`src/rtl/hpm_pkg.sv`:
```
// Shared CSR address map, mhpmevent layout and small helpers for the HPM counter bank.
package hpm_pkg;

    localparam logic [11:0] CSR_MHPMCOUNTER3  = 12'hB03;
    localparam logic [11:0] CSR_MHPMCOUNTER3H = 12'hB83;
    localparam logic [11:0] CSR_MHPMEVENT3    = 12'h323;
    localparam logic [11:0] CSR_MHPMEVENT3H   = 12'h723;
    localparam logic [11:0] CSR_HPMCOUNTER3   = 12'hC03;
    localparam logic [11:0] CSR_HPMCOUNTER3H  = 12'hC83;

    localparam int unsigned EVSEL_W   = 8;
    localparam int unsigned UINH_BIT  = 60;
    localparam int unsigned SINH_BIT  = 61;
    localparam int unsigned MINH_BIT  = 62;
    localparam int unsigned OF_BIT    = 63;

    typedef struct packed {
        logic                of;
        logic                minh;
        logic                sinh;
        logic                uinh;
        logic [EVSEL_W-1:0]  evsel;
    } mhpmevent_t;

    function automatic logic [63:0] evt_to_csr(input mhpmevent_t e);
        logic [63:0] r;
        r = '0;
        r[EVSEL_W-1:0] = e.evsel;
        r[UINH_BIT]    = e.uinh;
        r[SINH_BIT]    = e.sinh;
        r[MINH_BIT]    = e.minh;
        r[OF_BIT]      = e.of;
        return r;
    endfunction

    function automatic mhpmevent_t csr_to_evt(input logic [63:0] d);
        mhpmevent_t e;
        e.evsel = d[EVSEL_W-1:0];
        e.uinh  = d[UINH_BIT];
        e.sinh  = d[SINH_BIT];
        e.minh  = d[MINH_BIT];
        e.of    = d[OF_BIT];
        return e;
    endfunction

    // Every window starts at index 3 of a 32-entry aligned block.
    function automatic logic in_window(input logic [11:0] addr, input logic [11:0] base);
        return (addr[11:5] == base[11:5]) && (addr[4:0] >= 5'd3);
    endfunction

endpackage

```
`src/rtl/hpm_counter.sv`:
```
// One mhpmcounter/mhpmevent pair: event select, inhibit filter, add with carry, OF and CSR writes.
module hpm_counter
    import hpm_pkg::*;
#(
    parameter int unsigned NumEvents = 32,
    parameter int unsigned IncWidth  = 2,
    parameter int unsigned CntWidth  = 64,
    parameter int unsigned XLEN      = 64
) (
    input  logic                               clk_i,
    input  logic                               rst_ni,
    input  logic [NumEvents-1:0][IncWidth-1:0] event_i,
    input  logic                               inhibit,
    input  logic                               stop_count,
    input  logic [1:0]                         priv_lvl,
    input  logic                               cnt_we_lo,
    input  logic                               cnt_we_hi,
    input  logic                               evt_we_lo,
    input  logic                               evt_we_hi,
    input  logic [XLEN-1:0]                    wdata,
    output logic [CntWidth-1:0]                cnt,
    output mhpmevent_t                         evt,
    output logic                               of_set
);

    localparam int unsigned SumW   = CntWidth + 1;
    localparam logic [63:0] LoMask = 64'({XLEN{1'b1}});
    localparam logic [63:0] HiMask = ~LoMask;

    logic [CntWidth-1:0] cnt_q, cnt_d;
    mhpmevent_t          evt_q, evt_d;
    logic [IncWidth-1:0] inc;
    logic                priv_inh, cnt_wr, hw_ovf;
    logic [SumW-1:0]     sum;
    logic [63:0]         cnt_merged, evt_merged;

    // Low write covers XLEN bits; high write (XLEN=32 only) covers bits 63:32.
    function automatic logic [63:0] merge(input logic [63:0] old, input logic lo, input logic hi,
                                          input logic [XLEN-1:0] d);
        logic [63:0] r;
        r = old;
        if (lo) r = (r & ~LoMask) | (64'(d) & LoMask);
        if (hi) r = (r & ~HiMask) | ((64'(d) << 32) & HiMask);
        return r;
    endfunction

    always_comb begin
        inc = '0;
        for (int e = 1; e < int'(NumEvents); e++) begin
            if (evt_q.evsel == 8'(e)) inc = event_i[e];
        end
        case (priv_lvl)
            2'd3:    priv_inh = evt_q.minh;
            2'd1:    priv_inh = evt_q.sinh;
            2'd0:    priv_inh = evt_q.uinh;
            default: priv_inh = 1'b0;
        endcase
        if (inhibit || stop_count || priv_inh) inc = '0;

        sum        = {1'b0, cnt_q} + SumW'(inc);
        cnt_wr     = cnt_we_lo | cnt_we_hi;
        hw_ovf     = sum[CntWidth] & ~cnt_wr;
        cnt_merged = merge(64'(cnt_q), cnt_we_lo, cnt_we_hi, wdata);
        cnt_d      = cnt_wr ? cnt_merged[CntWidth-1:0] : sum[CntWidth-1:0];

        evt_merged = merge(evt_to_csr(evt_q), evt_we_lo, evt_we_hi, wdata);
        evt_d      = (evt_we_lo || evt_we_hi) ? csr_to_evt(evt_merged) : evt_q;
        // Hardware overflow beats a coincident software clear of OF.
        if (hw_ovf) evt_d.of = 1'b1;
        of_set     = hw_ovf & ~evt_q.of;
    end

    always_ff @(posedge clk_i or negedge rst_ni) begin
        if (!rst_ni) begin
            cnt_q <= '0;
            evt_q <= '0;
        end else begin
            cnt_q <= cnt_d;
            evt_q <= evt_d;
        end
    end

    assign cnt = cnt_q;
    assign evt = evt_q;

endmodule

```
`src/rtl/hpm_counter_bank.sv`:
```
// Parametrised HPM bank: CSR decode, read mux, scountovf mirror and LCOFI pulse.
module hpm_counter_bank
    import hpm_pkg::*;
#(
    parameter int unsigned NumCounters = 6,
    parameter int unsigned NumEvents   = 32,
    parameter int unsigned IncWidth    = 2,
    parameter int unsigned CntWidth    = 64,
    parameter int unsigned XLEN        = 64
) (
    input  logic                               clk_i,
    input  logic                               rst_ni,
    input  logic [11:0]                        addr_i,
    input  logic                               we_i,
    input  logic [XLEN-1:0]                    data_i,
    output logic [XLEN-1:0]                    data_o,
    output logic                               access_error_o,
    input  logic [NumEvents-1:0][IncWidth-1:0] event_i,
    input  logic [31:0]                        mcountinhibit_i,
    input  logic [1:0]                         priv_lvl_i,
    input  logic                               stop_count_i,
    output logic [31:0]                        scountovf_o,
    output logic                               lcofi_o
);

    logic [NumCounters-1:0][CntWidth-1:0] cnt;
    mhpmevent_t [NumCounters-1:0]         evt;
    logic [NumCounters-1:0]               of_set;

    logic [4:0]  idx;
    logic        is_cnt, is_cnth, is_evt, is_evth, is_ucnt, is_ucnth;
    logic        implemented, wr_ok, rd_hi;
    logic [63:0] rd64;
    logic        lcofi_q;

    always_comb begin
        idx         = addr_i[4:0];
        is_cnt      = in_window(addr_i, CSR_MHPMCOUNTER3);
        is_cnth     = in_window(addr_i, CSR_MHPMCOUNTER3H);
        is_evt      = in_window(addr_i, CSR_MHPMEVENT3);
        is_evth     = in_window(addr_i, CSR_MHPMEVENT3H);
        is_ucnt     = in_window(addr_i, CSR_HPMCOUNTER3);
        is_ucnth    = in_window(addr_i, CSR_HPMCOUNTER3H);
        implemented = 32'(idx) < 32'(NumCounters + 3);

        access_error_o = ((XLEN == 64) && (is_cnth || is_evth || is_ucnth)) ||
                         (we_i && (is_ucnt || is_ucnth));
        wr_ok = we_i && !access_error_o && implemented;

        rd64  = '0;
        rd_hi = is_cnth || is_evth || is_ucnth;
        for (int i = 0; i < int'(NumCounters); i++) begin
            if (idx == 5'(i + 3)) begin
                if (is_cnt || is_cnth || is_ucnt || is_ucnth) rd64 = 64'(cnt[i]);
                if (is_evt || is_evth)                        rd64 = evt_to_csr(evt[i]);
            end
        end
        if (access_error_o)  data_o = '0;
        else if (rd_hi)      data_o = XLEN'(rd64 >> 32);
        else                 data_o = XLEN'(rd64);
    end

    for (genvar i = 0; i < int'(NumCounters); i++) begin : g_cnt
        logic hit;
        assign hit = wr_ok && (idx == 5'(i + 3));

        hpm_counter #(
            .NumEvents (NumEvents),
            .IncWidth  (IncWidth),
            .CntWidth  (CntWidth),
            .XLEN      (XLEN)
        ) u_cnt (
            .clk_i      (clk_i),
            .rst_ni     (rst_ni),
            .event_i    (event_i),
            .inhibit    (mcountinhibit_i[i+3]),
            .stop_count (stop_count_i),
            .priv_lvl   (priv_lvl_i),
            .cnt_we_lo  (hit && is_cnt),
            .cnt_we_hi  (hit && is_cnth),
            .evt_we_lo  (hit && is_evt),
            .evt_we_hi  (hit && is_evth),
            .wdata      (data_i),
            .cnt        (cnt[i]),
            .evt        (evt[i]),
            .of_set     (of_set[i])
        );
    end

    always_comb begin
        scountovf_o = '0;
        for (int i = 0; i < int'(NumCounters); i++) scountovf_o[i+3] = evt[i].of;
    end

    // Many counters overflowing in one cycle collapse into one pulse.
    always_ff @(posedge clk_i or negedge rst_ni) begin
        if (!rst_ni) lcofi_q <= 1'b0;
        else         lcofi_q <= |of_set;
    end

    assign lcofi_o = lcofi_q;

endmodule

```
`config.mk`:
```
export PLATFORM = sky130hd
export DESIGN_NAME = hpm_counter_bank
export DESIGN_NICKNAME = d
export VERILOG_FILES = /design/src/rtl/hpm_pkg.sv /design/src/rtl/hpm_counter.sv /design/src/rtl/hpm_counter_bank.sv
export SDC_FILE = /design/constraint.sdc
export NUM_CORES = 2
export LEC_CHECK = 0
export ABC_AREA = 1
export CAP_MARGIN = 30
export CORE_MARGIN = 2
export CORE_UTILIZATION = 25
export CTS_BUF_LIST = sky130_fd_sc_hd__clkbuf_4 sky130_fd_sc_hd__clkbuf_8 sky130_fd_sc_hd__clkbuf_16
export DETAILED_ROUTE_END_ITERATION = 10
export GPL_ROUTABILITY_DRIVEN = 0
export MAX_ROUTING_LAYER = met4
export PLACE_DENSITY = 0.51
export SLEW_MARGIN = 40
export SYNTH_ARGS = -nofsm -noshare
export SYNTH_HDL_FRONTEND = slang
export SYNTH_SLANG_ARGS = --single-unit
```
`constraint.sdc`:
```
create_clock -name clk_i -period 6.4 [get_ports clk_i]
set_input_delay 0.96 -clock clk_i [delete_from_list [all_inputs] [get_ports clk_i]]
set_output_delay 0.96 -clock clk_i [all_outputs]
set_load 0.005 [all_outputs]
```
==> results.ini <==
[run_status]
outcome=complete, but fails checks
violations=negative setup slack

[critical_path]
slowest_delay_ps=390
crit_type=reg -> reg
arrival_ps=7120
end_kind=register
path_buf_inv=9
cp_common_cell=nand4_1
cp_max_fo=5
cpMaxStageDelayCell=dfrtp_1
startpoint_type=register
cp.required_ps=6920
crit_family=simple AND/OR/NAND/NOR gates

[drt]
wl_um=177300
drtIter0Drc=4718
vias_per_cell=5.339
dr_total_vias=41210
ant_nets=0
drc_errors=0
wl_per_cell_um=22.98
dr.pass1.iters=6

[synth]
ys.flop_type=dfrtp_1
async_flop_share=1.000
synth_area_um2=34690
yosys_warnings=0
yosysTopAreaCell=dfrtp_1
ys_seq_elements=457
yosysSeqAreaShare=0.3297
synth-edff-count=0
synthDistinctLibCells=63
synth_top_area_frac=0.3297
synth.area.top_cells=dfrtp_1, nand2_1, o21ai_0
synth_cells=5121
avgSynthCellArea_um2=6.774

[global_route]
grt_usage=0.2463
grt_max_degree=91
grt-ovfl-total=0
grt_pass1_wl_um=254200
first_global_vias=38530
antenna_found_initial=14

[finish]
fin_nets=6067
syn_to_final_growth_pct=36.46
final_cell_mix=nand2_1, inv_1, buf_4, o21ai_0
final_common_cell=nand2_1
stdcell_area_um2=47340
fillers=14720
drive_above_1_share=0.1946

[clocking]
clk_latency_ps=650
cts.sinks=457
cts_tree=built
htreeDepth=2
cts-root-buf=clkbuf_16
cts_made_buffers=59
cts_max_path_buffers=3
clk_pin_slew_worst_paths_ps=60
ctsHoldBuffers=0

[sta]
maxSlewViolCount=0
setup_violations=9
fin_crit_sh=1.031
setup_slack_ps=-199.5
fmaxAchievable_ghz=0.1515
finalWorstPathRequiredPeriod_ps=6600
rsz0062_at_grt=yes
slew_headroom=0.2939
hold_ws_ps=157.3
hold_violations=0
worstMarginPinSlew_ps=1050
clock_skew_ps=29.76

[power_and_ir_drop]
leakage_nw=21.05
p_comb_frac=0.081
power.switching_mw=1.882
swShare=0.2602
cellPowerDensity_nw_per_um2=152.8
intPower_mw=5.351
seq_power_share=0.404
ir_worst_vdd_uv=223.0
pwr-share-clk=0.515

[floorplanning]
fp.dieArea_um2=141700
coreArea_um2=137700
num_rows=136
initial_utilization=0.2520
die_h_um=376.5
die_w_um=376.5
io_pins=276

[place]
hpwl_um=137400
placed_area_um2=42980
portBuffers=221

[hold_path]
min_path_type=in -> async

[flow_run]
maxCapViolations=0

## metal layers
metal	up-vias	GRT usage	share of wire
met2	2132	0.3791	0.45
met5	-	-	0
li1	18790	-	-
met4	0	0.1112	0.056
met3	453	0.03993	0.084
met1	19840	0.3169	0.41
## flip-flops by register name (all words and copies together) (netlist names)
register         count
g_cnt.u_cnt.cnt    384
g_cnt.u_cnt.evt     72
lcofi_o              1
## what timing repair did
item / 4_1_cts / 5_1_grt
setup endpoints to repair: 29 / 88
setup buffers: 19 / 71
gates resized for setup: 66 / 372
pin swaps: 27 / 119
## power groups by stage
stage	clock, mW	sequential, mW	combinational, mW
6_report	3.72	2.92	0.589
5_1_grt	3.86	2.92	0.615
4_1_cts	3.75	2.92	0.574
3_5_place_dp	0	2.97	0.571
3_3_place_gp	0	2.97	0.567
2_1_floorplan	0	2.97	0.141
## logic make-up after synthesis
| group | count (synthesis) | synth area share |
|---|---|---|
| AO/OA/AOI/OAI | 1026 | 0.1753 |
| XOR/XNOR | 232 | 0.05858 |
| adder cells (fa/ha/maj) | 18 | 0.007791 |
| buffers and inverters | 918 | 0.1029 |
| flip-flops | 457 | 0.3297 |
| other | 1 | 0.0001081 |
| AND/OR/NAND/NOR | 2469 | 0.3257 |
## cells in the mapped netlist, types with 7 or more instances
cell type,count
nand3_1,215
nor2_1,512
a31oi_1,20
dfrtp_1,457
nor4_1,130
buf_1,10
clkbuf_1,170
xor2_1,202
inv_1,688
a22oi_1,20
o21ai_0,575
nand3b_1,19
o22ai_1,48
nand2_1,1121
or2_2,11
o221ai_1,59
a211oi_1,46
o211ai_1,14
nand3_2,8
nor3_1,200
nor4_2,7
a21oi_1,112
clkinv_1,11
nand4_1,156
xnor2_1,30
a221oi_1,52
o2111ai_1,16
nor2_4,11
ha_1,12
buf_4,32
a311oi_1,15
nand4_2,10
o21ai_1,10
nor3_2,12
nor2_2,21
## path summary, 6_finish.rpt
kind | startpoint | end | slack, ps | depth (start not counted)
worst max-delay path | g_cnt[3].u_cnt.evt[7] | g_cnt[3].u_cnt.cnt[58] | -200 | 48
min in group clk_i | g_cnt[0].u_cnt.evt[6] | g_cnt[0].u_cnt.evt[6] | 510 | 2
worst max register to register | g_cnt[3].u_cnt.evt[7] | g_cnt[3].u_cnt.cnt[58] | -200 | 48
worst min register to register | g_cnt[0].u_cnt.evt[6] | g_cnt[0].u_cnt.evt[6] | 510 | 2
max in group asynchronous | rst_ni | g_cnt[1].u_cnt.evt[1] | 4650 | 4
worst min-delay path | rst_ni | g_cnt[5].u_cnt.cnt[40] | 160 | 1
## through the flow
stage / setup WS [ps] / total power [mW] / util / setup TNS (ps) / std cells
6_report: -199.5 / 7.233 / 0.3439 / -956.0 / 7718
4_1_cts: -312.4 / 7.244 / 0.3303 / -2294 / 7641
2_1_floorplan: 729.5 / 3.108 / - / 0 / 5146
5_1_grt: -610.3 / 7.395 / 0.3438 / -11750 / 7716
3_5_place_dp: -1051 / 3.542 / 0.3122 / -32000 / 7518
3_3_place_gp: -1065 / 3.539 / 0.3115 / -29170 / 7516
## area by class of cell
cell class | instances | area (um^2) | share of cell area
Antenna cell | 10 | 25.02 | 0.0005287
Clock buffer | 73 | 1638 | 0.03460
Clock inverter | 31 | 466.7 | 0.009859
Inverter | 704 | 2678 | 0.05657
Multi-Input combinational cell | 3771 | 21240 | 0.4487
Sequential cell | 457 | 11450 | 0.2420
Tap cell | 1794 | 2245 | 0.04742
Timing Repair Buffer | 878 | 7591 | 0.1604
No activity file was read; power rests on OpenSTA's default activity.
